$ cat src/rtl/mul_issue_rsp_buf_if.sv
// Request, multiplier and response signals of the multiply
// issue/response buffer, grouped with a view for each side.
interface mul_issue_rsp_buf_if #(
   parameter int TAG_W = 4
);
   logic             req_valid;
   logic             req_ready;
   logic [1:0]       req_op;
   logic [31:0]      req_x;
   logic [31:0]      req_y;
   logic [TAG_W-1:0] req_tag;
   logic             mul_in_valid;
   logic             mul_in_ready;
   logic [32:0]      mul_src2;
   logic [32:0]      mul_src1;
   logic             mul_out_valid;
   logic [63:0]      mul_result;
   logic             rsp_valid;
   logic             rsp_ready;
   logic [31:0]      rsp_data;
   logic [TAG_W-1:0] rsp_tag;
   logic             err;

   modport slave (
      input  req_valid, req_op, req_x, req_y, req_tag,
      output req_ready,
      output mul_in_valid, mul_src2, mul_src1,
      input  mul_in_ready, mul_out_valid, mul_result,
      output rsp_valid, rsp_data, rsp_tag, err,
      input  rsp_ready
   );

   modport master (
      output req_valid, req_op, req_x, req_y, req_tag,
      input  req_ready,
      input  mul_in_valid, mul_src2, mul_src1,
      output mul_in_ready, mul_out_valid, mul_result,
      input  rsp_valid, rsp_data, rsp_tag, err,
      output rsp_ready
   );
endinterface

$ cat src/rtl/mul_issue_rsp_buf.sv
// Operand extension and credit-gated issue into the booth multiplier,
// plus in-order buffering of its products into tagged responses.
module mul_issue_rsp_buf #(
   parameter int DEPTH = 4,
   parameter int TAG_W = 4
) (
   input logic                mul_clk,
   input logic                resetn,
   mul_issue_rsp_buf_if.slave bus
);
   localparam int AW = $clog2(DEPTH);
   localparam int CW = AW + 1;
   localparam logic [CW-1:0] FULL = CW'(DEPTH);

   logic [CW-1:0]    outstanding;
   logic [CW-1:0]    dcount;
   logic [CW-1:0]    dcount_nxt;
   logic [AW-1:0]    mwp;
   logic [AW-1:0]    dwp;
   logic [AW-1:0]    rp;
   logic [1:0]       meta_op  [DEPTH];
   logic [TAG_W-1:0] meta_tag [DEPTH];
   logic [63:0]      data_mem [DEPTH];
   logic [63:0]      head;
   logic             rsp_vld_q;
   logic             err_q;
   logic             credit_ok;
   logic             issue;
   logic             pop;
   logic             owed;
   logic             push;
   logic             sx;
   logic             sy;

   // Sign-extension selects for x and y from the request opcode.
   always_comb begin
      sx = 1'b0;
      sy = 1'b0;
      unique case (bus.req_op)
         2'b01:   begin sx = 1'b1; sy = 1'b1; end
         2'b10:   sx = 1'b1;
         default: ;
      endcase
   end

   assign bus.mul_src2 = {sx & bus.req_x[31], bus.req_x};
   assign bus.mul_src1 = {sy & bus.req_y[31], bus.req_y};

   // Credit comes from the registered count only; a pop this cycle
   // frees its slot for the next cycle.
   assign credit_ok        = resetn && (outstanding < FULL);
   assign bus.mul_in_valid = bus.req_valid & credit_ok;
   assign bus.req_ready    = bus.mul_in_ready & credit_ok;
   assign issue            = bus.req_valid & bus.req_ready;

   assign bus.rsp_valid = rsp_vld_q;
   assign pop           = rsp_vld_q & bus.rsp_ready;

   // A product is owed only while some issued op has no data yet.
   assign owed = (dcount != outstanding);
   assign push = bus.mul_out_valid & owed;

   assign head         = data_mem[rp];
   assign bus.rsp_data = (meta_op[rp] == 2'b00) ? head[31:0] : head[63:32];
   assign bus.rsp_tag  = meta_tag[rp];
   assign bus.err      = err_q;

   // Next data occupancy from the product push and response pop.
   always_comb begin
      dcount_nxt = dcount;
      if (push && !pop) dcount_nxt = dcount + CW'(1);
      else if (pop && !push) dcount_nxt = dcount - CW'(1);
   end

   // Credit counter: issued requests whose response is not yet taken.
   always_ff @(posedge mul_clk) begin
      if (!resetn) outstanding <= '0;
      else if (issue && !pop) outstanding <= outstanding + CW'(1);
      else if (pop && !issue) outstanding <= outstanding - CW'(1);
   end

   // Meta entries {op, tag} captured at issue.
   always_ff @(posedge mul_clk) begin
      if (issue) begin
         meta_op[mwp]  <= bus.req_op;
         meta_tag[mwp] <= bus.req_tag;
      end
   end

   // Product storage; unowed products are never written.
   always_ff @(posedge mul_clk) begin
      if (push) data_mem[dwp] <= bus.mul_result;
   end

   // Pointers, occupancy, registered response valid and sticky error.
   always_ff @(posedge mul_clk) begin
      if (!resetn) begin
         mwp       <= '0;
         dwp       <= '0;
         rp        <= '0;
         dcount    <= '0;
         rsp_vld_q <= 1'b0;
         err_q     <= 1'b0;
      end else begin
         if (issue) mwp <= mwp + AW'(1);
         if (push) dwp <= dwp + AW'(1);
         if (pop) rp <= rp + AW'(1);
         dcount    <= dcount_nxt;
         rsp_vld_q <= (dcount_nxt != '0);
         if (bus.mul_out_valid && !owed) err_q <= 1'b1;
      end
   end
endmodule

$ cat src/flat_wrapper.sv
// flat-port wrapper written by rule: the top's interface ports become plain ports
module mul_issue_rsp_buf_flat 
#(
   parameter int DEPTH = 4,
   parameter int TAG_W = 4
)
  (mul_clk, resetn, bus_req_valid, bus_req_op, bus_req_x, bus_req_y, bus_req_tag, bus_req_ready, bus_mul_in_valid, bus_mul_src2, bus_mul_src1, bus_mul_in_ready, bus_mul_out_valid, bus_mul_result, bus_rsp_valid, bus_rsp_data, bus_rsp_tag, bus_err, bus_rsp_ready);
  mul_issue_rsp_buf_if #(.TAG_W(TAG_W)) bus_i ();
  input logic mul_clk;
  input logic resetn;
  input wire logic [$bits(bus_i.req_valid)-1:0] bus_req_valid;
  input wire logic [$bits(bus_i.req_op)-1:0] bus_req_op;
  input wire logic [$bits(bus_i.req_x)-1:0] bus_req_x;
  input wire logic [$bits(bus_i.req_y)-1:0] bus_req_y;
  input wire logic [$bits(bus_i.req_tag)-1:0] bus_req_tag;
  output wire logic [$bits(bus_i.req_ready)-1:0] bus_req_ready;
  output wire logic [$bits(bus_i.mul_in_valid)-1:0] bus_mul_in_valid;
  output wire logic [$bits(bus_i.mul_src2)-1:0] bus_mul_src2;
  output wire logic [$bits(bus_i.mul_src1)-1:0] bus_mul_src1;
  input wire logic [$bits(bus_i.mul_in_ready)-1:0] bus_mul_in_ready;
  input wire logic [$bits(bus_i.mul_out_valid)-1:0] bus_mul_out_valid;
  input wire logic [$bits(bus_i.mul_result)-1:0] bus_mul_result;
  output wire logic [$bits(bus_i.rsp_valid)-1:0] bus_rsp_valid;
  output wire logic [$bits(bus_i.rsp_data)-1:0] bus_rsp_data;
  output wire logic [$bits(bus_i.rsp_tag)-1:0] bus_rsp_tag;
  output wire logic [$bits(bus_i.err)-1:0] bus_err;
  input wire logic [$bits(bus_i.rsp_ready)-1:0] bus_rsp_ready;
  assign bus_i.req_valid = bus_req_valid;
  assign bus_i.req_op = bus_req_op;
  assign bus_i.req_x = bus_req_x;
  assign bus_i.req_y = bus_req_y;
  assign bus_i.req_tag = bus_req_tag;
  assign bus_req_ready = bus_i.req_ready;
  assign bus_mul_in_valid = bus_i.mul_in_valid;
  assign bus_mul_src2 = bus_i.mul_src2;
  assign bus_mul_src1 = bus_i.mul_src1;
  assign bus_i.mul_in_ready = bus_mul_in_ready;
  assign bus_i.mul_out_valid = bus_mul_out_valid;
  assign bus_i.mul_result = bus_mul_result;
  assign bus_rsp_valid = bus_i.rsp_valid;
  assign bus_rsp_data = bus_i.rsp_data;
  assign bus_rsp_tag = bus_i.rsp_tag;
  assign bus_err = bus_i.err;
  assign bus_i.rsp_ready = bus_rsp_ready;
  mul_issue_rsp_buf #(.DEPTH(DEPTH), .TAG_W(TAG_W)) u_core (.mul_clk(mul_clk), .resetn(resetn), .bus(bus_i));
endmodule
$ cat config.mk
export PLATFORM = sky130hd
export DESIGN_NAME = mul_issue_rsp_buf_flat
export DESIGN_NICKNAME = d
export VERILOG_FILES = /design/src/rtl/mul_issue_rsp_buf_if.sv /design/src/rtl/mul_issue_rsp_buf.sv /design/src/flat_wrapper.sv
export SDC_FILE = /design/constraint.sdc
export NUM_CORES = 1
export LEC_CHECK = 0
export BUFFER_PORTS_ARGS = -buffer_cell sky130_fd_sc_hd__clkbuf_2
export CORE_MARGIN = 3
export CORE_UTILIZATION = 25
export CTS_CLUSTER_DIAMETER = 120
export CTS_CLUSTER_SIZE = 30
export DETAILED_ROUTE_END_ITERATION = 6
export GPL_ROUTABILITY_DRIVEN = 0
export SLEW_MARGIN = 10
export SYNTH_ARGS = -nofsm -noshare
export SYNTH_HDL_FRONTEND = slang
export SYNTH_SLANG_ARGS = --single-unit
$ cat constraint.sdc
create_clock -name mul_clk -period 8.65 [get_ports mul_clk]
set_input_delay 1.73 -clock mul_clk [delete_from_list [all_inputs] [get_ports mul_clk]]
set_output_delay 1.73 -clock mul_clk [all_outputs]
set_load 0.05 [all_outputs]
==> results of run 1 <==
==> power by group through the flow <==
stage / sequential (mW) / combinational [mW] / clock (mW)
2_1_floorplan: 1.91 / 0.929 / 0
3_3_place_gp: 1.93 / 1.09 / 0
3_5_place_dp: 1.94 / 1.10 / 0
4_1_cts: 1.91 / 1.11 / 0.852
5_1_grt: 1.93 / 1.15 / 0.892
6_report: 1.90 / 1.07 / 0.806
==> cells by family (layout without fill, tap and decap cells) <==
| group | Yosys count | after routing |
|---|---|---|
| AOI/OAI and AO/OA | 11 | 11 |
| adders and majority gates | 13 | 13 |
| muxes | 103 | 103 |
| xor gates and xnor gates | 11 | 11 |
| and+or+nand+nor | 43 | 43 |
| buffers and inverters | 94 | 156 |
| other | 0 | 1 |
| DFF | 296 | 296 |
==> tightest hold or removal path, delay by kind of cell, from the launching register on <==
| kind | cells | cell delay, ns |
|---|---|---|
| simple gates | 1 | 0.10 |
| compound gates | 1 | 0.04 |
| flops | 1 | 0.34 |
==> cell usage in the layout, fill, tap and decap left out, types with 4 or more instances in the layout <==
cell type | synthesis | final
and2_1 | 13 | 9
and2_4 | 0 | 4
and3_1 | 5 | 5
buf_4 | 64 | 4
clkbuf_16 | 0 | 15
clkbuf_2 | 0 | 121
dfxtp_1 | 16 | 14
edfxtp_1 | 280 | 280
ha_1 | 12 | 12
inv_1 | 9 | 9
mux2_2 | 32 | 32
mux4_2 | 68 | 68
nor2_1 | 5 | 5
nor2b_1 | 5 | 5
xnor2_1 | 10 | 10
==> routing by layer <==
| layer | vias to the layer above | part of all wire [%] | global-route usage (%) |
|---|---|---|---|
| met4 | 2 | 1.7 | 2.10 |
| met2 | 147 | 47 | 14.6 |
| li1 | 2312 | - | - |
| met3 | 25 | 7.3 | 2.80 |
| met5 | - | 0.056 | 0 |
| met1 | 2619 | 44 | 12.2 |
==> stage by stage <==
step	setup slack, ns	cell area (µm²)	utilization (%)	power [mW]
finish	3.59	13200	28.2	3.78
global route	3.28	13200	28.2	3.98
CTS	3.42	13200	28.2	3.87
detailed placement	4.02	12700	27.2	3.05
global placement	4.02	12700	27.2	3.02
floorplan	4.21	11900	-	2.84
==> layout make-up <==
class                      count  area [µm²]  area share (%)
clock inverter                 5        76.3           0.579
timing repair buffer         125         636            4.82
antenna                        1        2.50          0.0190
inverter                       9        33.8           0.256
tap                          607         759            5.76
sequential                   296        8730            66.3
multi-input combinational    181        2560            19.4
clock buffer                  17         383            2.90
==> flip-flops by register name, indices dropped and copies added, names as in the netlist, 2 cells and up, named ones only <==
| register | flops |
|---|---|
| u_core.rp | 2 |
| u_core.meta_tag | 16 |
| u_core.dcount | 3 |
| u_core.outstanding | 3 |
| u_core.mwp | 2 |
| u_core.meta_op | 8 |
| u_core.data_mem | 256 |
| u_core.dwp | 2 |
==> path summary, 6_finish.rpt <==
path / from / end / cells after the start
setup / recovery: register / bus_rsp_data[27] / 6
hold reg to reg: u_core.bus.err / u_core.bus.err / 2
hold / removal: u_core.bus.err / u_core.bus.err / 2
setup reg to reg: u_core.outstanding[0] / u_core.data_mem[3][58] / 3
==> flow_metrics.env, run 1 <==
export IMPL_grt_overflow=0
export IMPL_status="complete, no violations"
export IMPL_wl_mm=23.0
export IMPL_maxSlewViolCount=0
export IMPL_seqPwrFrac_pct=50.3
export IMPL_rows=79
export IMPL_p_int_mw=2.54
export IMPL_fill_cells=4630
export IMPL_slew_headroom_pct=26.8
export IMPL_hold_viol=0
export IMPL_synth_edf_count=280
export IMPL_synth_top_family_by_area="multiplexers"
export IMPL_post_cts_buffers=0
export IMPL_synth_top_area_share_pct=70.8
export IMPL_rsz0062_at_grt="no"
export IMPL_tritoncts="built"
export IMPL_die_x_um=224
export IMPL_yosysUniqueCellTypes=33
export IMPL_grt_max_degree=65
export IMPL_cts_sinks=296
export IMPL_syn2layout_area_growth_pct=10.9
export IMPL_fin_crit_sh_pct=58.5
export IMPL_synth_common_cells="edfxtp_1 (280), mux4_2 (68), buf_4 (64)"
export IMPL_die_h_um=224
export IMPL_setup_tns_final_ns=0
export IMPL_synth_area_leaders="edfxtp_1 (71%), mux4_2 (13%), buf_4 (4.0%)"
export IMPL_cts_resized=0
export IMPL_cp_num_buf_inv=2
export IMPL_viasPerCell=4.11
export IMPL_max_vdd_ir_drop_mv=0.192
export IMPL_tightest_slew_ns=1.10
export IMPL_synth_adder_area_share_pct=1.43
export IMPL_clk_latency_ns=0.52
export IMPL_path_max_fanout=40
export IMPL_cpPeakStageDelay_ns=0.93
export IMPL_p_sw_share_pct=32.9
export IMPL_finalHoldWorstSlack_ns=0.512
export IMPL_max_freq_ghz=0.198
export IMPL_synthSimpleGateAreaFrac_pct=2.12
export IMPL_coreArea_um2=46800
export IMPL_p_switching_mw=1.25
export IMPL_clk_path_buf_depth=3
export IMPL_async_reset_ff_share_pct=0
export IMPL_synth_area_um2=11900
export IMPL_final_cells=1241
export IMPL_path_clk_slew_ns=0.11
export IMPL_crit_chain="nor3_1 > a21oi_4 > buf_4 > mux4_2 > mux2_2 > clkbuf_2"
export IMPL_grt_pass1_vias=5503
export IMPL_grt_pass1_wl_mm=34.7
export IMPL_power_frac_comb_pct=28.4
export IMPL_total_leakage_power_nw=4.25
export IMPL_grt_total_usage_pct=9.09
export IMPL_layout_nets=781
export IMPL_vias=5105
export IMPL_skew_ns=0.0275
export IMPL_post_place_cells=1218
export IMPL_hpwl_mm=13.2
export IMPL_syn_nets=724
export IMPL_ios=246
export IMPL_cts_inserted_buffers=15
export IMPL_htreeDepth=1
export IMPL_dr_pass1_iters=4
export IMPL_first_iter_violations=305
export IMPL_clockPowerShare_pct=21.3
export IMPL_setup_viol=0
export IMPL_cp_slowest_cell="dfxtp_4"
export IMPL_netlist_instances=571
export IMPL_layout_drive_gt1_share_pct=40.1
export IMPL_yosysTopAreaCell="edfxtp_1"
export IMPL_worstHoldPathType="register to register"
export IMPL_post_route_min_period_ns=5.06
export IMPL_cts_root_buffer="clkbuf_16"
export IMPL_grt_antenna_before_repair=2
export IMPL_io_buffer_count=121
export IMPL_synth_seq_cells=296
export IMPL_critPathKind="register to primary output"
export IMPL_yosysWarnings=0
export IMPL_cp_end_kind="primary output"
export IMPL_syn_area_per_cell_um2=20.8
export IMPL_cp_arrival_ns=3.33
export IMPL_max_cap_violations=0
export IMPL_cp_start_kind="register"
export IMPL_ys_seq_area_share_pct=73.4
export IMPL_critPathRequiredTime_ns=6.92
export IMPL_synth_compound_area_share_pct=0.716
export IMPL_synth_area_mux_share_pct=16.2
export IMPL_synth_main_ff_cell="edfxtp_1"
export IMPL_drc=0
export IMPL_synth_most_common_cell="edfxtp_1"
export IMPL_drtAntennaViolNets=0
export IMPL_power_density_nw_per_um2=287
export IMPL_cts_hold_buf=0
export IMPL_initial_core_util_pct=25.4
export IMPL_synth_xor_area_share_pct=0.811
export IMPL_reg2reg_slack_ns=6.32
export IMPL_critical_path_top_delay_family="flip-flops"
export IMPL_dieArea_um2=50200
export IMPL_wl_per_cell_um=18.5
Note: power is estimated with default switching activity, not from simulation.
==> run 2: changes to the inputs <==
==> constraint.sdc (replaced) <==
create_clock -name mul_clk -period 4.7 [get_ports mul_clk]
set_input_delay 0.94 -clock mul_clk [delete_from_list [all_inputs] [get_ports mul_clk]]
set_output_delay 0.94 -clock mul_clk [all_outputs]
set_load 0.05 [all_outputs]
==> run 2 against run 1 <==
  * First-iteration DRC count decreased by 15%
  * Largest power group unchanged
  * Wire length down 0.83%
  * Utilization decreased by 0.19 points
  * Sequential share of layout area is 0.44 points higher
  * Combinational power grew 88%
==> flow_metrics.env, run 2 (synthesis gave the netlist of run 1 again) <==
export IMPL_max_cap_violations=0
export IMPL_whs_path_depth=2
export IMPL_worstHoldPathType="register to register"
export IMPL_reg2regPathDepth=4
export IMPL_final_area_um2=13100
export IMPL_post_route_min_period_ns=3.68
export IMPL_p_sw_share_pct=32.3
export IMPL_hp_start="u_core.bus.err"
export IMPL_post_cts_buffers=0
export IMPL_setup_viol=0
export IMPL_clockPowerShare_pct=18.6
export IMPL_crit_chain="buf_4 > mux4_2 > mux2_2 > clkbuf_2"
export IMPL_whs_endpoint="u_core.bus.err"
export IMPL_syn2layout_area_growth_pct=10.2
export IMPL_fill_cells=4627
export IMPL_tritoncts="built"
export IMPL_critPathKind="register to primary output"
export IMPL_hpwl_mm=14.3
export IMPL_grt_max_degree=65
export IMPL_seqPwrFrac_pct=51.5
export IMPL_cp_arrival_ns=2.74
export IMPL_wl_per_cell_um=18.4
export IMPL_final_common_cell="edfxtp_1"
export IMPL_p_int_mw=4.55
export IMPL_top_regs="u_core.data_mem x256, u_core.meta_tag x16, u_core.meta_op x8"
export IMPL_p_total_mw=6.73
export IMPL_die_x_um=224
export IMPL_cts_resized=0
export IMPL_p_switching_mw=2.17
export IMPL_coreArea_um2=46800
export IMPL_grt_pass1_vias=5612
export IMPL_slew_headroom_pct=31.2
export IMPL_wl_mm=22.8
export IMPL_skew_ns=0.0138
export IMPL_power_frac_comb_pct=29.9
export IMPL_cp_end_kind="primary output"
export IMPL_max_vdd_ir_drop_mv=0.239
export IMPL_cts_root_buffer="clkbuf_16"
export IMPL_fin_crit_sh_pct=78.3
export IMPL_clk_latency_ns=0.49
export IMPL_first_iter_violations=258
export IMPL_cts_hold_buf=0
export IMPL_finalHoldWorstSlack_ns=0.511
export IMPL_cp_slowest_cell="mux4_2"
export IMPL_cts_sinks=296
export IMPL_layout_drive_gt1_share_pct=40.1
export IMPL_path_clk_slew_ns=0.11
export IMPL_grt_total_usage_pct=9.03
export IMPL_initial_core_util_pct=25.4
export IMPL_cts_inserted_buffers=13
export IMPL_maxSlewViolCount=0
export IMPL_drc=0
export IMPL_layout_nets=784
export IMPL_dr_pass1_iters=4
export IMPL_drtAntennaViolNets=0
export IMPL_r2r_start="u_core.dcount[0]"
export IMPL_cpPeakStageDelay_ns=0.59
export IMPL_viasPerCell=4.13
export IMPL_timing_rr_end="u_core.data_mem[2][43]"
export IMPL_total_leakage_power_nw=4.22
export IMPL_reg2reg_slack_ns=2.32
export IMPL_regMostFlops="u_core.data_mem"
export IMPL_grt_antenna_before_repair=3
export IMPL_power_density_nw_per_um2=514
export IMPL_hold_viol=0
export IMPL_ios=246
export IMPL_grt_overflow=0
export IMPL_final_cell_mix="edfxtp_1 (280), clkbuf_2 (121), mux4_2 (68)"
export IMPL_path_max_fanout=33
export IMPL_final_util_pct=28.0
export IMPL_dieArea_um2=50200
export IMPL_grt_pass1_wl_mm=34.8
export IMPL_max_freq_ghz=0.272
export IMPL_cp_start_kind="register"
export IMPL_critPathRequiredTime_ns=3.76
export IMPL_die_h_um=224
export IMPL_rsz0062_at_grt="no"
export IMPL_placed_area_um2=12800
export IMPL_rows=79
export IMPL_htreeDepth=1
export IMPL_io_buffer_count=121
export IMPL_tightest_slew_ns=1.03
export IMPL_status="complete, no violations"
export IMPL_largest_reg_flops=256
export IMPL_setup_tns_final_ns=0
export IMPL_vias=5112
export IMPL_clk_path_buf_depth=3
[run 2: cell count changes in the layout (fill, tap and decap cells not counted)]
cell,change
clkbuf_1,-1
clkinvlp_2,+1
clkinvlp_4,-1
buf_4,+5
inv_16,-1
inv_12,-1
clkbuf_16,-2
clkinv_8,-2
[run 2: per-stage QoR]
step | worst slack [ns] | instances
after floorplan | 1.36 | 571
after global placement | 1.51 | 1223
after detailed placement | 1.49 | 1223
after CTS | 0.926 | 1238
after global routing | 0.788 | 1238
final | 1.02 | 1239
[run 2: area by class of cell]
class	instances	area [µm²]	area share [%]
inverters	9	33.8	0.258
well taps	607	759	5.80
repair buffers	130	673	5.14
flip-flops and latches	296	8730	66.7
clock inverters	1	5.00	0.0382
multi-input cells	181	2560	19.5
clock buffers	14	329	2.51
diodes	1	2.50	0.0191
[run 2: worst max path at each step]
stage	depth (start not counted)	slack, ns	endpoint
finish	4	1.02	bus_rsp_data[13]
global route	4	0.79	bus_rsp_data[13]
CTS	4	0.93	bus_rsp_data[13]
detailed placement	4	1.49	bus_rsp_data[3]
global placement	9	1.51	u_core.outstanding[2]
floorplan	4	1.36	u_core.data_mem[0][0]
[run 2: critical path, delay by kind of cell (launching register included)]
family | cells | cell delay [ns]
multiplexers | 2 | 0.88
flip-flops | 1 | 0.48
buffers and inverters | 2 | 0.82
[run 2: layer usage]
metal / GRT usage [%] / vias to the layer above / share of wire [%]
li1: - / 2308 / -
met1: 11.8 / 2648 / 44
met2: 15.4 / 132 / 49
met3: 2.41 / 20 / 5.6
met4: 1.61 / 4 / 1.2
met5: 0 / - / 0.11
[run 2: power by group through the flow]
stage	Combinational, mW	Sequential [mW]	Clock (mW)
4_1_cts	2.08	3.47	1.32
3_3_place_gp	2.05	3.52	0
6_report	2.01	3.46	1.25
5_1_grt	2.17	3.51	1.42
3_5_place_dp	2.07	3.53	0
2_1_floorplan	1.71	3.51	0
==> run 3: changes to the inputs <==
==> constraint.sdc (replaced) <==
create_clock -name mul_clk -period 3.8 [get_ports mul_clk]
set_input_delay 0.76 -clock mul_clk [delete_from_list [all_inputs] [get_ports mul_clk]]
set_output_delay 0.76 -clock mul_clk [all_outputs]
set_load 0.05 [all_outputs]
==> run 3 against run 2 <==
  * Wire length increased by 2.2%
  * Non-clock buffer count increased by 1
  * Utilization increased by 0.44 points
  * Cell area increased by 1.6%
  * Sequential share of layout area decreased by 1.0 points
  * Sequential power increased by 24%
  * Count of clock-buffer cells in the layout increased by 1
  * Worst setup slack got worse by 0.64 ns
  * Highest routed layer unchanged
==> flow_metrics.env, run 3 (synthesis gave the netlist of run 1 again) <==
export IMPL_cp_start_kind="register"
export IMPL_p_sw_share_pct=32.3
export IMPL_cts_inserted_buffers=14
export IMPL_clk_path_buf_depth=3
export IMPL_max_vdd_ir_drop_mv=0.429
export IMPL_top_regs="u_core.data_mem x256, u_core.meta_tag x16, u_core.meta_op x8"
export IMPL_dieArea_um2=50200
export IMPL_layout_drive_gt1_share_pct=40.7
export IMPL_hold_viol=0
export IMPL_layout_nets=786
export IMPL_grt_overflow=0
export IMPL_critPathKind="register to primary output"
export IMPL_die_x_um=224
export IMPL_path_clk_slew_ns=0.11
export IMPL_vias=5197
export IMPL_rsz0062_at_grt="no"
export IMPL_wl_per_cell_um=18.7
export IMPL_grt_max_degree=65
export IMPL_path_max_fanout=26
export IMPL_max_freq_ghz=0.293
export IMPL_drc=0
export IMPL_reg2regPathDepth=8
export IMPL_fin_crit_sh_pct=89.9
export IMPL_rows=79
export IMPL_max_cap_violations=0
export IMPL_wl_mm=23.3
export IMPL_tritoncts="built"
export IMPL_grt_total_usage_pct=9.15
export IMPL_p_switching_mw=2.79
export IMPL_fill_cells=4572
export IMPL_worst_slack_ns=0.383
export IMPL_worstHoldPathType="input port to register"
export IMPL_tightest_slew_ns=0.813
export IMPL_whs_path_depth=1
export IMPL_final_common_cell="edfxtp_1"
export IMPL_initial_core_util_pct=25.4
export IMPL_skew_ns=0.0192
export IMPL_grt_pass1_vias=5650
export IMPL_largest_reg_flops=256
export IMPL_status="complete, no violations"
export IMPL_power_density_nw_per_um2=650
export IMPL_setup_tns_final_ns=0
export IMPL_clk_latency_ns=0.51
export IMPL_critPathRequiredTime_ns=3.04
export IMPL_power_frac_comb_pct=29.7
export IMPL_cts_hold_buf=0
export IMPL_post_route_min_period_ns=3.42
export IMPL_cp_arrival_ns=2.66
export IMPL_post_cts_buffers=0
export IMPL_cts_sinks=296
export IMPL_grt_pass1_wl_mm=35.0
export IMPL_drtAntennaViolNets=0
export IMPL_p_int_mw=5.85
export IMPL_die_h_um=224
export IMPL_cts_resized=0
export IMPL_final_cell_mix="edfxtp_1 (280), clkbuf_2 (121), mux4_2 (68)"
export IMPL_final_area_um2=13300
export IMPL_viasPerCell=4.17
export IMPL_htreeDepth=1
export IMPL_io_buffer_count=121
export IMPL_clockPowerShare_pct=20.9
export IMPL_cts_root_buffer="clkbuf_16"
export IMPL_grt_antenna_before_repair=5
export IMPL_regMostFlops="u_core.data_mem"
export IMPL_cp_end_kind="primary output"
export IMPL_syn2layout_area_growth_pct=11.9
export IMPL_preCtsSetupSlack_ns=0.788
export IMPL_total_leakage_power_nw=4.30
export IMPL_first_iter_violations=318
export IMPL_coreArea_um2=46800
export IMPL_hpwl_mm=14.1
export IMPL_placed_area_um2=12900
export IMPL_setup_viol=0
export IMPL_p_total_mw=8.64
export IMPL_ios=246
export IMPL_maxSlewViolCount=0
export IMPL_seqPwrFrac_pct=49.5
export IMPL_dr_pass1_iters=4
export IMPL_slew_headroom_pct=45.8
-- run 3: power by group through the flow --
stage / Combinational, mW / Clock (mW) / Sequential (mW)
after floorplan: 2.12 / 0 / 4.35
after global placement: 2.60 / 0 / 4.34
after detailed placement: 2.63 / 0 / 4.36
after CTS: 2.63 / 1.90 / 4.29
after global routing: 2.76 / 2.01 / 4.32
final: 2.56 / 1.80 / 4.28
-- run 3: layout make-up --
type	instances	area, µm²	share of cell area (%)
sequential	296	8730	65.7
timing repair buffer	131	768	5.78
clock inverter	4	65.1	0.489
clock buffer	15	375	2.82
antenna	2	5.00	0.0376
inverter	9	33.8	0.254
tap	607	759	5.71
multi-input combinational	181	2560	19.2
-- run 3: final timing paths --
check,startpoint,end,slack [ns]
setup / recovery,register,bus_rsp_data[31],0.38
hold / removal,bus_mul_result[32],u_core.data_mem[1][32],0.46
setup reg to reg,u_core.outstanding[2],u_core.outstanding[2],1.46
hold reg to reg,u_core.bus.err,u_core.bus.err,0.54
-- run 3: per-stage QoR --
| stage | utilization, % | cells | hold slack, ns |
|---|---|---|---|
| after floorplan | - | 571 | 0.476 |
| after global placement | 27.5 | 1224 | 0.489 |
| after detailed placement | 27.5 | 1224 | 0.506 |
| after CTS | 28.4 | 1243 | 0.427 |
| after global routing | 28.4 | 1243 | 0.440 |
| final | 28.4 | 1245 | 0.463 |
-- run 3: worst max-delay path, cell delays in order (launching register included) --
cell,delay (ns)
dfxtp_4,0.49
buf_4,0.52
mux4_2,0.57
mux2_2,0.30
clkbuf_2,0.24
-- run 3: layer usage --
| metal | GRT usage (%) | wire (µm) |
|---|---|---|
| met2 | 14.9 | 11100 |
| met5 | 0 | 30 |
| met1 | 12.1 | 10300 |
| met4 | 2.21 | 404 |
| met3 | 2.59 | 1410 |
